<file path="src/rtl/motor_start_sequencer_pkg.sv">
// Shared state encoding and width helper for the motor start sequencer
// and its qualification core.
package motor_seq_pkg;

  typedef enum logic [3:0] {
    IDLE   = 4'd0,
    SELECT = 4'd1,
    PULSE  = 4'd2,
    S0     = 4'd3,
    S1     = 4'd4,
    S10    = 4'd5,
    G1     = 4'd6,
    G2     = 4'd7,
    PASS   = 4'd8,
    RETRY  = 4'd9,
    DONE   = 4'd10
  } seq_state_t;

  function automatic int chSelWidth(input int nCh);
    return (nCh < 2) ? 1 : $clog2(nCh);
  endfunction

endpackage

</file>
<file path="src/rtl/motor_start_sequencer_if.sv">
// Bundles the run-control handshake and the shared motor sensor lines.
// The master side is the run controller together with the selected motor.
interface motor_start_sequencer_if #(
  parameter int N_CH = 4
);
  import motor_seq_pkg::*;

  localparam int CW = chSelWidth(N_CH);

  logic            start;
  logic [N_CH-1:0] chEnable;
  logic            x;
  logic            y;
  logic            f;
  logic            g;
  logic [CW-1:0]   chSel;
  logic            busy;
  logic            done;
  logic [N_CH-1:0] passMask;
  logic [N_CH-1:0] failMask;

  modport master (
    output start, chEnable, x, y,
    input  f, g, chSel, busy, done, passMask, failMask
  );

  modport slave (
    input  start, chEnable, x, y,
    output f, g, chSel, busy, done, passMask, failMask
  );

endinterface

</file>
<file path="src/rtl/motor_start_sequencer_qual.sv">
// Single-attempt qualification: start pulse, bounded 1,0,1 detection on x,
// then a two-cycle y-check with g asserted. Reports one-cycle pass or fail.
module motor_qual_core
  import motor_seq_pkg::*;
#(
  parameter int X_TIMEOUT = 16
) (
  input  logic clk,
  input  logic resetn,
  input  logic i_go,
  input  logic i_x,
  input  logic i_y,
  output logic o_f,
  output logic o_g,
  output logic o_qualPass,
  output logic o_qualFail
);

  localparam int TW = $clog2(X_TIMEOUT);
  localparam logic [TW-1:0] TIMER_LAST = TW'(X_TIMEOUT - 1);

  seq_state_t    r_state;
  logic [TW-1:0] r_timer;
  seq_state_t    w_detNext;
  logic          w_detecting;
  logic          w_timeout;

  // Overlapping detector: a trailing 1 after the 0 may start the next pattern
  always_comb begin
    w_detNext = r_state;
    case (r_state)
      S0:      w_detNext = i_x ? S1 : S0;
      S1:      w_detNext = i_x ? S1 : S10;
      S10:     w_detNext = i_x ? G1 : S0;
      default: w_detNext = r_state;
    endcase
  end

  assign w_detecting = (r_state == S0) || (r_state == S1) || (r_state == S10);
  assign w_timeout   = w_detecting && (r_timer == TIMER_LAST) && (w_detNext != G1);

  assign o_f        = (r_state == PULSE);
  assign o_g        = (r_state == G1) || (r_state == G2);
  assign o_qualPass = o_g && i_y;
  assign o_qualFail = w_timeout || ((r_state == G2) && !i_y);

  always_ff @(posedge clk) begin
    if (!resetn) begin
      r_state <= IDLE;
      r_timer <= '0;
    end else begin
      case (r_state)
        IDLE:  if (i_go) r_state <= PULSE;
        PULSE: begin
          r_timer <= '0;
          r_state <= S0;
        end
        S0, S1, S10: begin
          if (w_timeout) begin
            r_state <= IDLE;
          end else begin
            r_state <= w_detNext;
            r_timer <= r_timer + 1'b1;
          end
        end
        G1:      r_state <= i_y ? IDLE : G2;
        G2:      r_state <= IDLE;
        default: r_state <= IDLE;
      endcase
    end
  end

endmodule

</file>
<file path="src/rtl/motor_start_sequencer.sv">
// Walks the enabled motor channels one at a time, running the qualification
// core per attempt with retries, and records per-channel pass/fail.
module motor_start_sequencer
  import motor_seq_pkg::*;
#(
  parameter int N_CH      = 4,
  parameter int X_TIMEOUT = 16,
  parameter int MAX_RETRY = 2
) (
  input  logic                    clk,
  input  logic                    resetn,
  motor_start_sequencer_if.slave  io_bus
);

  localparam int CW = chSelWidth(N_CH);
  localparam int RW = (MAX_RETRY < 1) ? 1 : $clog2(MAX_RETRY + 1);
  localparam logic [CW-1:0] CH_LAST    = CW'(N_CH - 1);
  localparam logic [RW-1:0] RETRY_LAST = RW'(MAX_RETRY);

  seq_state_t      r_state;
  logic [CW-1:0]   r_ch;
  logic [N_CH-1:0] r_enQ;
  logic [RW-1:0]   r_retryCnt;
  logic [N_CH-1:0] r_passMask;
  logic [N_CH-1:0] r_failMask;

  logic w_go;
  logic w_lastCh;
  logic w_qualPass;
  logic w_qualFail;

  assign w_lastCh = (r_ch == CH_LAST);
  assign w_go     = ((r_state == SELECT) && r_enQ[r_ch]) ||
                    ((r_state == RETRY) && (r_retryCnt != RETRY_LAST));

  motor_qual_core #(
    .X_TIMEOUT (X_TIMEOUT)
  ) u_qual (
    .clk        (clk),
    .resetn     (resetn),
    .i_go       (w_go),
    .i_x        (io_bus.x),
    .i_y        (io_bus.y),
    .o_f        (io_bus.f),
    .o_g        (io_bus.g),
    .o_qualPass (w_qualPass),
    .o_qualFail (w_qualFail)
  );

  // PULSE here stands for the whole PULSE..G2 span that the core sequences
  always_ff @(posedge clk) begin
    if (!resetn) begin
      r_state    <= IDLE;
      r_ch       <= '0;
      r_enQ      <= '0;
      r_retryCnt <= '0;
      r_passMask <= '0;
      r_failMask <= '0;
    end else begin
      case (r_state)
        IDLE: begin
          if (io_bus.start) begin
            r_enQ      <= io_bus.chEnable;
            r_passMask <= '0;
            r_failMask <= '0;
            r_ch       <= '0;
            r_state    <= (io_bus.chEnable == '0) ? DONE : SELECT;
          end
        end
        SELECT: begin
          if (r_enQ[r_ch]) begin
            r_retryCnt <= '0;
            r_state    <= PULSE;
          end else if (w_lastCh) begin
            r_state <= DONE;
          end else begin
            r_ch <= r_ch + 1'b1;
          end
        end
        PULSE: begin
          if (w_qualPass)      r_state <= PASS;
          else if (w_qualFail) r_state <= RETRY;
        end
        PASS: begin
          r_passMask[r_ch] <= 1'b1;
          if (w_lastCh) begin
            r_state <= DONE;
          end else begin
            r_ch    <= r_ch + 1'b1;
            r_state <= SELECT;
          end
        end
        RETRY: begin
          if (r_retryCnt == RETRY_LAST) begin
            r_failMask[r_ch] <= 1'b1;
            if (w_lastCh) begin
              r_state <= DONE;
            end else begin
              r_ch    <= r_ch + 1'b1;
              r_state <= SELECT;
            end
          end else begin
            r_retryCnt <= r_retryCnt + 1'b1;
            r_state    <= PULSE;
          end
        end
        DONE:    r_state <= IDLE;
        default: r_state <= IDLE;
      endcase
    end
  end

  assign io_bus.chSel    = r_ch;
  assign io_bus.busy     = (r_state != IDLE);
  assign io_bus.done     = (r_state == DONE);
  assign io_bus.passMask = r_passMask;
  assign io_bus.failMask = r_failMask;

endmodule

</file>
<file path="src/flat_wrapper.sv">
// flat-port wrapper written by rule: the top's interface ports become plain ports
module motor_start_sequencer_flat import motor_seq_pkg::*;
#(
  parameter int N_CH      = 4,
  parameter int X_TIMEOUT = 16,
  parameter int MAX_RETRY = 2
)
  (clk, resetn, io_bus_start, io_bus_chEnable, io_bus_x, io_bus_y, io_bus_f, io_bus_g, io_bus_chSel, io_bus_busy, io_bus_done, io_bus_passMask, io_bus_failMask);
  motor_start_sequencer_if #(.N_CH(N_CH)) io_bus_i ();
  input  logic clk;
  input  logic resetn;
  input wire logic [$bits(io_bus_i.start)-1:0] io_bus_start;
  input wire logic [$bits(io_bus_i.chEnable)-1:0] io_bus_chEnable;
  input wire logic [$bits(io_bus_i.x)-1:0] io_bus_x;
  input wire logic [$bits(io_bus_i.y)-1:0] io_bus_y;
  output wire logic [$bits(io_bus_i.f)-1:0] io_bus_f;
  output wire logic [$bits(io_bus_i.g)-1:0] io_bus_g;
  output wire logic [$bits(io_bus_i.chSel)-1:0] io_bus_chSel;
  output wire logic [$bits(io_bus_i.busy)-1:0] io_bus_busy;
  output wire logic [$bits(io_bus_i.done)-1:0] io_bus_done;
  output wire logic [$bits(io_bus_i.passMask)-1:0] io_bus_passMask;
  output wire logic [$bits(io_bus_i.failMask)-1:0] io_bus_failMask;
  assign io_bus_i.start = io_bus_start;
  assign io_bus_i.chEnable = io_bus_chEnable;
  assign io_bus_i.x = io_bus_x;
  assign io_bus_i.y = io_bus_y;
  assign io_bus_f = io_bus_i.f;
  assign io_bus_g = io_bus_i.g;
  assign io_bus_chSel = io_bus_i.chSel;
  assign io_bus_busy = io_bus_i.busy;
  assign io_bus_done = io_bus_i.done;
  assign io_bus_passMask = io_bus_i.passMask;
  assign io_bus_failMask = io_bus_i.failMask;
  motor_start_sequencer #(.N_CH(N_CH), .X_TIMEOUT(X_TIMEOUT), .MAX_RETRY(MAX_RETRY)) u_core (.clk(clk), .resetn(resetn), .io_bus(io_bus_i));
endmodule
</file>
<file path="config.mk">
export PLATFORM = sky130hd
export DESIGN_NAME = motor_start_sequencer_flat
export DESIGN_NICKNAME = d
export VERILOG_FILES = /design/src/rtl/motor_start_sequencer_pkg.sv /design/src/rtl/motor_start_sequencer_if.sv /design/src/rtl/motor_start_sequencer_qual.sv /design/src/rtl/motor_start_sequencer.sv /design/src/flat_wrapper.sv
export SDC_FILE = /design/constraint.sdc
export NUM_CORES = 1
export LEC_CHECK = 0
export BUFFER_PORTS_ARGS = -buffer_cell sky130_fd_sc_hd__clkbuf_2
export CAP_MARGIN = 10
export CORE_AREA = 2 2 69 71
export DETAILED_ROUTE_END_ITERATION = 12
export DIE_AREA = 0 0 71 73
export PLACE_DENSITY = 0.63
export SYNTH_ARGS = -nofsm -noshare
export SYNTH_HDL_FRONTEND = slang
export SYNTH_SLANG_ARGS = --single-unit
</file>
<file path="constraint.sdc">
create_clock -name clk -period 2.3 [get_ports clk]
set_input_delay 0.115 -clock clk [delete_from_list [all_inputs] [get_ports clk]]
set_output_delay 0.115 -clock clk [all_outputs]
set_load 0.02 [all_outputs]
</file>
==> results of run 1 <==
-- synth_stat cells (3+ instances only) --
cell | count | area (µm²)
nor2_1 | 16 | 60.1
inv_1 | 7 | 26.3
nand2b_1 | 7 | 43.8
nor2b_1 | 12 | 75.1
a21oi_1 | 17 | 85.1
clkbuf_1 | 7 | 26.3
nand2_1 | 15 | 56.3
ha_1 | 6 | 75.1
nand3_1 | 7 | 35.0
buf_2 | 3 | 15.0
mux2i_1 | 8 | 80.1
o21ai_0 | 7 | 35.0
dfxtp_1 | 27 | 541
and3_1 | 4 | 25.0
-- path summary, 6_finish.rpt --
kind                                  start                   endpoint  cells past startpoint
hold reg to reg   u_core.io_bus.failMask[1]  u_core.io_bus.failMask[1]                      2
hold / removal           io_bus_chEnable[3]            u_core.r_enQ[3]                      3
setup reg to reg     u_core.io_bus.chSel[0]          u_core.r_state[3]                      3
setup / recovery     u_core.io_bus.chSel[0]          u_core.r_state[3]                      3
-- final cells by class --
class	instances	area [µm²]
Inverter	7	26.3
Sequential cell	27	541
Clock buffer	3	41.3
Multi-Input combinational cell	140	905
Clock inverter	1	8.76
Tap cell	54	67.6
Fill cell	468	2840
Timing Repair Buffer	22	110
-- per-layer routing --
metal / global-route usage / up-vias
met5: 0 / -
met4: 0.0377 / 0
met3: 0.0138 / 2
met2: 0.211 / 15
met1: 0.164 / 616
li1: - / 685
-- sequential cells by signal, summed over array words and instances (netlist names) --
signal and count:
u_core.io_bus.failMask 4, u_core.io_bus.passMask 4, u_core.r_enQ 4, u_core.u_qual.r_state 4, u_core.u_qual.r_timer 4, u_core.r_state 3
u_core.io_bus.chSel 2, u_core.r_retryCnt 2
-- power groups by stage --
stage / logic [mW] / registers (mW) / clock network, mW
after detailed placement: 0.494 / 0.629 / 0
after floorplan: 0.418 / 0.597 / 0
final: 0.495 / 0.619 / 0.287
after CTS: 0.497 / 0.618 / 0.301
after global routing: 0.550 / 0.631 / 0.318
after global placement: 0.491 / 0.627 / 0
-- logic make-up (layout without fill, tap and decap cells) --
logic type	count (synthesis)	after routing
compound gates	47	47
fa+ha+maj	6	6
buf+inv	17	33
mux	9	9
simple gates	77	77
flops	27	27
other cells	1	1
-- critical path: cells and delay by family (launching register included) --
family,cells,cell delay (ns)
muxes,1,0.59
DFF,1,0.48
and+or+nand+nor,2,0.59
-- through the flow --
step                      cell area (µm²)  setup slack [ns]
after global routing                 1700             0.467
after detailed placement             1650             0.543
after global placement               1650             0.592
after CTS                            1700             0.532
after floorplan                      1510             0.480
final                                1700             0.542
==> flow_summary.ini, run 1 <==
[clock_tree]
clkLatencyLatePin_ns = 0.27
h-tree-depth = 1
holdBufCountCts = 0
clockBufferDepth = 2
cts_setup_buffers = 0
cts_num_sinks = 27
cts.clk_slew.worst_paths_ns = 0.10
numCtsBuffers = 3
cts_tree = yes
root_buffer = clkbuf_8
cts_resized = 0

[setup_path]
cpPeakStageDelay_ns = 0.59
critPathMaxFanout = 7
slowest_stage = mux4_2
worstSetupPathType = reg -> reg
cp.required_ns = 2.48
end_kind = flip-flop
crit_chain = mux4_2 > or3_4 > and4b_1
crit_arrival_ns = 1.94
cp-start-kind = flip-flop
rrSetupSlack_ns = 0.54

[sta]
setup_viol = 0
drv_slew = 0
fmaxAchievable_mhz = 569
rsz0062_at_grt = no
worstMarginPinSlew_ns = 0.684
min_period_ns = 1.76
fin_crit_sh = 0.764
clock_skew_ns = 0.00301
timing.hold.ws_ns = 0.124
slew_headroom = 0.540
fin_tns_setup_ns = 0
finalHoldViolations = 0

[route]
ant_nets = 0
wl_per_cell_um = 12.3
drc = 0
wirelength_mm = 3.13
firstDrtPassIters = 4
drtIter0Drc = 125
met1_length_mm = 1.61
top_layer = met4
vias = 1318
met2WireLength_mm = 1.42
wl_met3_um = 79
via_per_inst = 5.19

[synth]
avgSynthCellArea_um2 = 8.22
syn_nets = 199
yosysSeqAreaShare = 0.357
syn_area_um2 = 1510
synth.area.mux_share = 0.0678
synthAdderAreaFrac = 0.0496
synth-seq-cells = 27
synth-simple-area-share = 0.275
yosys_warnings = 0
yosysUniqueCellTypes = 47
async_flop_share = 0
synthFlopType = dfxtp_1
synth_top_family_by_area = simple AND/OR/NAND/NOR gates
synth_edf_count = 0
synth-xor-area-share = 0
synthCells = 184
synth_compound_area_frac = 0.203

[die]
die_h_um = 73
placement_rows = 25
core-area_um2 = 4540
start_util = 0.334
ioPinCount = 23
die_x_um = 71
dieArea_um2 = 5180

[run_status]
status = finished, final reports clean

[power]
p_sw_mw = 0.526
intPower_mw = 0.876
p_sw_frac = 0.375
p_per_area_nw_per_um2 = 825
seqPwrFrac = 0.442
p_comb_frac = 0.353
report.power.total_mw = 1.40
worst_ir_drop_vdd_v = 0.000294
pwr-share-clk = 0.205
p_leak_nw = 0.657

[global_routing]
grtUsageTotal = 0.123
grt_pass1_wl_mm = 5.27
grt_pass1_vias = 1178
antenna_found_initial = 0
grt_max_degree = 18
grt-ovfl-total = 0

[placed_design]
hpwl_mm = 2.35
port_buffers = 22
gp_congestion = 0.865
dp_cells = 250

[layout]
final_cell_mix = 27 x dfxtp_1, 22 x clkbuf_2, 17 x a21oi_1
final_util = 0.375
n_antenna_cell = 0
layoutNonFillerInstCount = 254
area_growth_pct = 12.3
drive_above_1_share = 0.170
final_common_cell = dfxtp_1
final_nets = 216

[min_path]
hold_path_class = in -> reg

[flow_run]
cap_violations = 0
Note: power is estimated with default switching activity, not from simulation.
==> inputs of run 2 (changes only) <==
PLACE_DENSITY = 0.64   (was 0.63)
clock period = 1.4 ns   (was 2.3 ns; I/O delays follow)
==> flow_summary.ini, run 2 (synthesis results as in run 1) <==
[die]
die_h_um = 73
dieArea_um2 = 5180
ioPinCount = 23
start_util = 0.334
die_x_um = 71
placement_rows = 25
core-area_um2 = 4540

[setup_path]
cp_num_buf_inv = 0
worstSetupPathType = reg -> reg
end_kind = flip-flop
rrSetupSlack_ns = -0.17
cpPeakStageDelay_ns = 0.55
critPathMaxFanout = 4
r2r_start = u_core.io_bus.chSel[0]
cp-start-kind = flip-flop
worst-r2r-cell-count = 4
cp.required_ns = 1.60
r2r-end = u_core.io_bus.chSel[1]
crit_family = multiplexers
slowest_stage = mux4_2
crit_arrival_ns = 1.78
crit_chain = mux4_2 > nor2b_1 > o2111ai_2 > o32ai_2

[min_path]
hold_path_class = in -> reg
hp-start = io_bus_chEnable[2]
worstHoldEndpoint = u_core.r_enQ[2]
hold_path_depth = 3

[power]
worst_ir_drop_vdd_v = 0.000578
report.power.total_mw = 2.88
p_leak_nw = 0.897
p_per_area_nw_per_um2 = 1320

[sta]
fmaxAchievable_mhz = 635
fin_crit_sh = 1.12
drv_slew = 0
setup_ws_ns = -0.175
fin_tns_setup_ns = -0.699
clock_skew_ns = 0.00490
setup_viol = 6
min_period_ns = 1.57
finalHoldViolations = 0
rsz0062_at_grt = yes

[clock_tree]
numCtsBuffers = 3
cts_num_sinks = 27
cts_tree = yes
h-tree-depth = 1
holdBufCountCts = 0
cts.clk_slew.worst_paths_ns = 0.10
clockBufferDepth = 2
root_buffer = clkbuf_8
clkLatencyLatePin_ns = 0.28

[route]
drc = 0
drtIter0Drc = 67
ant_nets = 0
wl_per_cell_um = 12.7
wirelength_mm = 3.74
vias = 1483
via_per_inst = 5.03
firstDrtPassIters = 4

[run_status]
status = complete, but fails checks
violations = setup timing

[layout]
fin_area_um2 = 2190
n_fill_cell = 428
final_util = 0.482
final_cell_mix = 38 x buf_4, 20 x clkbuf_2, 18 x dfxtp_1
final_nets = 257
n_antenna_cell = 0
area_growth_pct = 44.7
final_common_cell = buf_4
drive_above_1_share = 0.444

[placed_design]
port_buffers = 22
dpl_cell_area_um2 = 1970
gp_congestion = 0.853
hpwl_mm = 2.79

[global_routing]
grt_max_degree = 18
grt-ovfl-total = 0
antenna_found_initial = 0
grtUsageTotal = 0.147
grt_pass1_wl_mm = 6.23
grt_pass1_vias = 1387

[flow_run]
cap_violations = 0
-- run 2: tightest hold or removal path: cells and delay by family --
family	cells	cell delay, ns
buffers and inverters	1	0.09
multiplexers	1	0.06
AND/OR/NAND/NOR	1	0.09
-- run 2: per-stage QoR --
stage          setup WS [ns]  std cells  hold slack [ns]
3_5_place_dp          -0.142        288            0.360
2_1_floorplan         -0.180        184            0.239
3_3_place_gp          -0.127        288            0.346
6_report              -0.175        295           0.0610
5_1_grt               -0.251        295           0.0952
4_1_cts               -0.154        292           0.0659
-- run 2: where the power goes --
group,switching [mW],internal (mW),total (mW)
Clock,0.271,0.209,0.480
Combinational,0.693,0.750,1.44
Sequential,0.0805,0.878,0.958
Total,1.04,1.84,2.88
-- run 2: worst max path at each step --
| stage | startpoint | to | slack [ns] | cells past startpoint |
|---|---|---|---|---|
| after global routing | u_core.io_bus.chSel[0] | u_core.io_bus.chSel[1] | -0.25 | 4 |
| after CTS | u_core.io_bus.chSel[0] | u_core.r_state[3] | -0.15 | 3 |
| after floorplan | u_core.io_bus.chSel[0] | u_core.r_state[3] | -0.18 | 3 |
| after detailed placement | u_core.io_bus.chSel[0] | u_core.r_state[3] | -0.14 | 3 |
| after global placement | u_core.io_bus.chSel[0] | u_core.r_state[3] | -0.13 | 3 |
| final | u_core.io_bus.chSel[0] | u_core.io_bus.chSel[1] | -0.17 | 4 |
-- run 2: final cells by class --
cell class,instances,area (µm²),share of cell area
well taps,54,67.6,0.0309
flip-flops and latches,27,554,0.253
multi-input cells,140,1050,0.479
clock buffers,3,41.3,0.0189
inverters,7,26.3,0.0120
clock inverters,1,8.76,0.00400
repair buffers,63,442,0.202
-- run 2: repair_timing --
| action | CTS | global route |
|---|---|---|
| gates resized for setup | 9 | 35 |
| pin swaps | 3 | 11 |
| buffers inserted | 0 | 3 |
| endpoints found under the setup margin | 19 | 23 |
-- run 2: layer usage --
layer	GRT usage	up-vias	share of wire
met5	0	-	0
met4	0.0440	0	0.011
met3	0.0166	4	0.024
met2	0.246	27	0.49
met1	0.199	689	0.48
li1	-	763	-
==> inputs of run 3 (changes only) <==
ABC_AREA = 1   (was unset)
==> flow_summary.ini, run 3 <==
[synth]
synth.most_common_cell = nand2_1
synthTopCellsByArea = dfxtp_1 37%, nand2_1 11%, a21oi_1 7.8%, nand3_1 6.8%, nor2_1 5.3%
synth-seq-cells = 27
yosys_warnings = 0
synth_top_area_cell = dfxtp_1
async_flop_share = 0
syn_nets = 222
synthCells = 207
yosysUniqueCellTypes = 32
yosys-top-cells-count = 42 x nand2_1, 27 x dfxtp_1, 23 x a21oi_1, 21 x nor2_1
syn_area_um2 = 1480
avgSynthCellArea_um2 = 7.14
synthFlopType = dfxtp_1
yosysSeqAreaShare = 0.365
yosys.area.top_type_share = 0.365
synth_edf_count = 0

[sta]
finalHoldViolations = 0
fin_crit_sh = 1.07
timing.hold.ws_ns = 0.0475
min_period_ns = 1.50
clock_skew_ns = 0.00486
setup_ws_ns = -0.0999
rsz0062_at_grt = yes
setup_viol = 9
drv_slew = 0
fmaxAchievable_mhz = 667

[min_path]
hold_path_depth = 3
hold_path_class = in -> reg
hp-start = io_bus_chEnable[0]
worstHoldEndpoint = u_core.r_enQ[0]

[setup_path]
worstSetupPathType = reg -> reg
crit_arrival_ns = 1.66
worst-r2r-cell-count = 11
critPathMaxFanout = 7
end_kind = flip-flop
rrSetupSlack_ns = -0.1
cp.required_ns = 1.56
cp-start-kind = flip-flop
r2r_start = u_core.u_qual.r_state[2]
r2r-end = u_core.u_qual.r_timer[1]

[global_routing]
grt_max_degree = 16
grt_pass1_vias = 1405
grtUsageTotal = 0.142
grt-ovfl-total = 0
grt_pass1_wl_mm = 5.89
antenna_found_initial = 0

[clock_tree]
clkLatencyLatePin_ns = 0.28
cts_num_sinks = 27
clockBufferDepth = 2
h-tree-depth = 1
cts_tree = yes
cts.clk_slew.worst_paths_ns = 0.10
numCtsBuffers = 3
root_buffer = clkbuf_8
holdBufCountCts = 0

[die]
die_h_um = 73
dieArea_um2 = 5180
ioPinCount = 23
placement_rows = 25
start_util = 0.326
die_x_um = 71
core-area_um2 = 4540

[power]
p_per_area_nw_per_um2 = 1320
report.power.total_mw = 2.72
worst_ir_drop_vdd_v = 0.000415
p_leak_nw = 0.926

[route]
met1_length_mm = 1.62
top_layer = met4
via_per_inst = 4.78
vias = 1510
firstDrtPassIters = 4
drtIter0Drc = 95
met2WireLength_mm = 1.92
wl_per_cell_um = 11.7
wl_met3_um = 97
drc = 0
ant_nets = 0
wirelength_mm = 3.71

[flow_run]
cap_violations = 0

[layout]
n_antenna_cell = 0
final_common_cell = nand2_1
area_growth_pct = 38.8
final_util = 0.453
final_cell_mix = 33 x nand2_1, 32 x buf_4, 20 x a21oi_1, 20 x clkbuf_2, 20 x dfxtp_1
n_fill_cell = 439
fin_area_um2 = 2050
final_nets = 278
drive_above_1_share = 0.420

[placed_design]
port_buffers = 22
hpwl_mm = 2.75
dpl_cell_area_um2 = 1820
dp_slack_ns = -0.0916
gp_congestion = 0.845

[run_status]
status = complete, but fails checks
violations = setup timing
run 3: worst max-delay path by stage:
stage                                   from  cells past startpoint  slack [ns]                        to
global placement    u_core.u_qual.r_state[2]                     11       -0.11  u_core.u_qual.r_timer[1]
CTS                 u_core.u_qual.r_state[2]                     11       -0.11  u_core.u_qual.r_timer[1]
global route        u_core.u_qual.r_state[2]                     11       -0.23  u_core.u_qual.r_timer[1]
floorplan             u_core.io_bus.chSel[0]                      8       0.004    u_core.io_bus.chSel[0]
finish              u_core.u_qual.r_state[2]                     11        -0.1  u_core.u_qual.r_timer[1]
detailed placement  u_core.u_qual.r_state[2]                     11       -0.09  u_core.u_qual.r_timer[1]
run 3: layout make-up:
| class | instances | area (µm²) | share of cell area |
|---|---|---|---|
| clock buffer | 3 | 41.3 | 0.0201 |
| clock inverter | 1 | 5.00 | 0.00244 |
| inverter | 26 | 100 | 0.0488 |
| multi-input combinational | 152 | 933 | 0.455 |
| sequential | 27 | 554 | 0.270 |
| tap | 54 | 67.6 | 0.0329 |
| timing repair buffer | 53 | 352 | 0.171 |
run 3: cell families (layout without fill, tap and decap cells):
| logic type | count (synthesis) | after routing | share of synthesized area |
|---|---|---|---|
| DFF | 27 | 27 | 0.365 |
| other | 1 | 1 | 0.00254 |
| and+or+nand+nor | 105 | 105 | 0.352 |
| adders and majority gates | 6 | 6 | 0.0508 |
| AOI/OAI and AO/OA | 39 | 39 | 0.151 |
| xor gates and xnor gates | 1 | 1 | 0.00592 |
| buffers and inverters | 28 | 83 | 0.0719 |
run 3: timing repair:
item,in CTS,in global routing
buffers inserted,5,5
gates cloned,0,0
pin swaps,4,14
setup endpoints to repair,12,17
gates resized for setup,11,34
run 3: critical path, cell delays in order (launching register included):
cell and delay [ns]:
dfxtp_2 0.37, inv_2 0.05, nor2_4 0.15, nand2_4 0.09
nand2_8 0.08, inv_4 0.04, nor3b_4 0.17, nand2_2 0.11
nand2_4 0.13, nand3b_1 0.10, nand2_1 0.07, nor2_1 0.03
run 3: power by group:
group | total, mW | internal [mW] | switching (mW)
sequential | 1.00 | 0.894 | 0.107
clock | 0.465 | 0.200 | 0.265
combinational | 1.26 | 0.525 | 0.730
total | 2.72 | 1.62 | 1.10
run 3: stage by stage:
step	TNS (ns)	instances
4_1_cts	-0.646	312
3_5_place_dp	-0.560	303
3_3_place_gp	-0.718	303
6_report	-0.636	316
2_1_floorplan	0	207
5_1_grt	-1.94	316
run 3: metal layers:
metal / vias to the layer above / global-route usage
li1: 787 / -
met1: 693 / 0.169
met2: 24 / 0.262
met3: 6 / 0.0166
met4: 0 / 0.0566
met5: - / 0
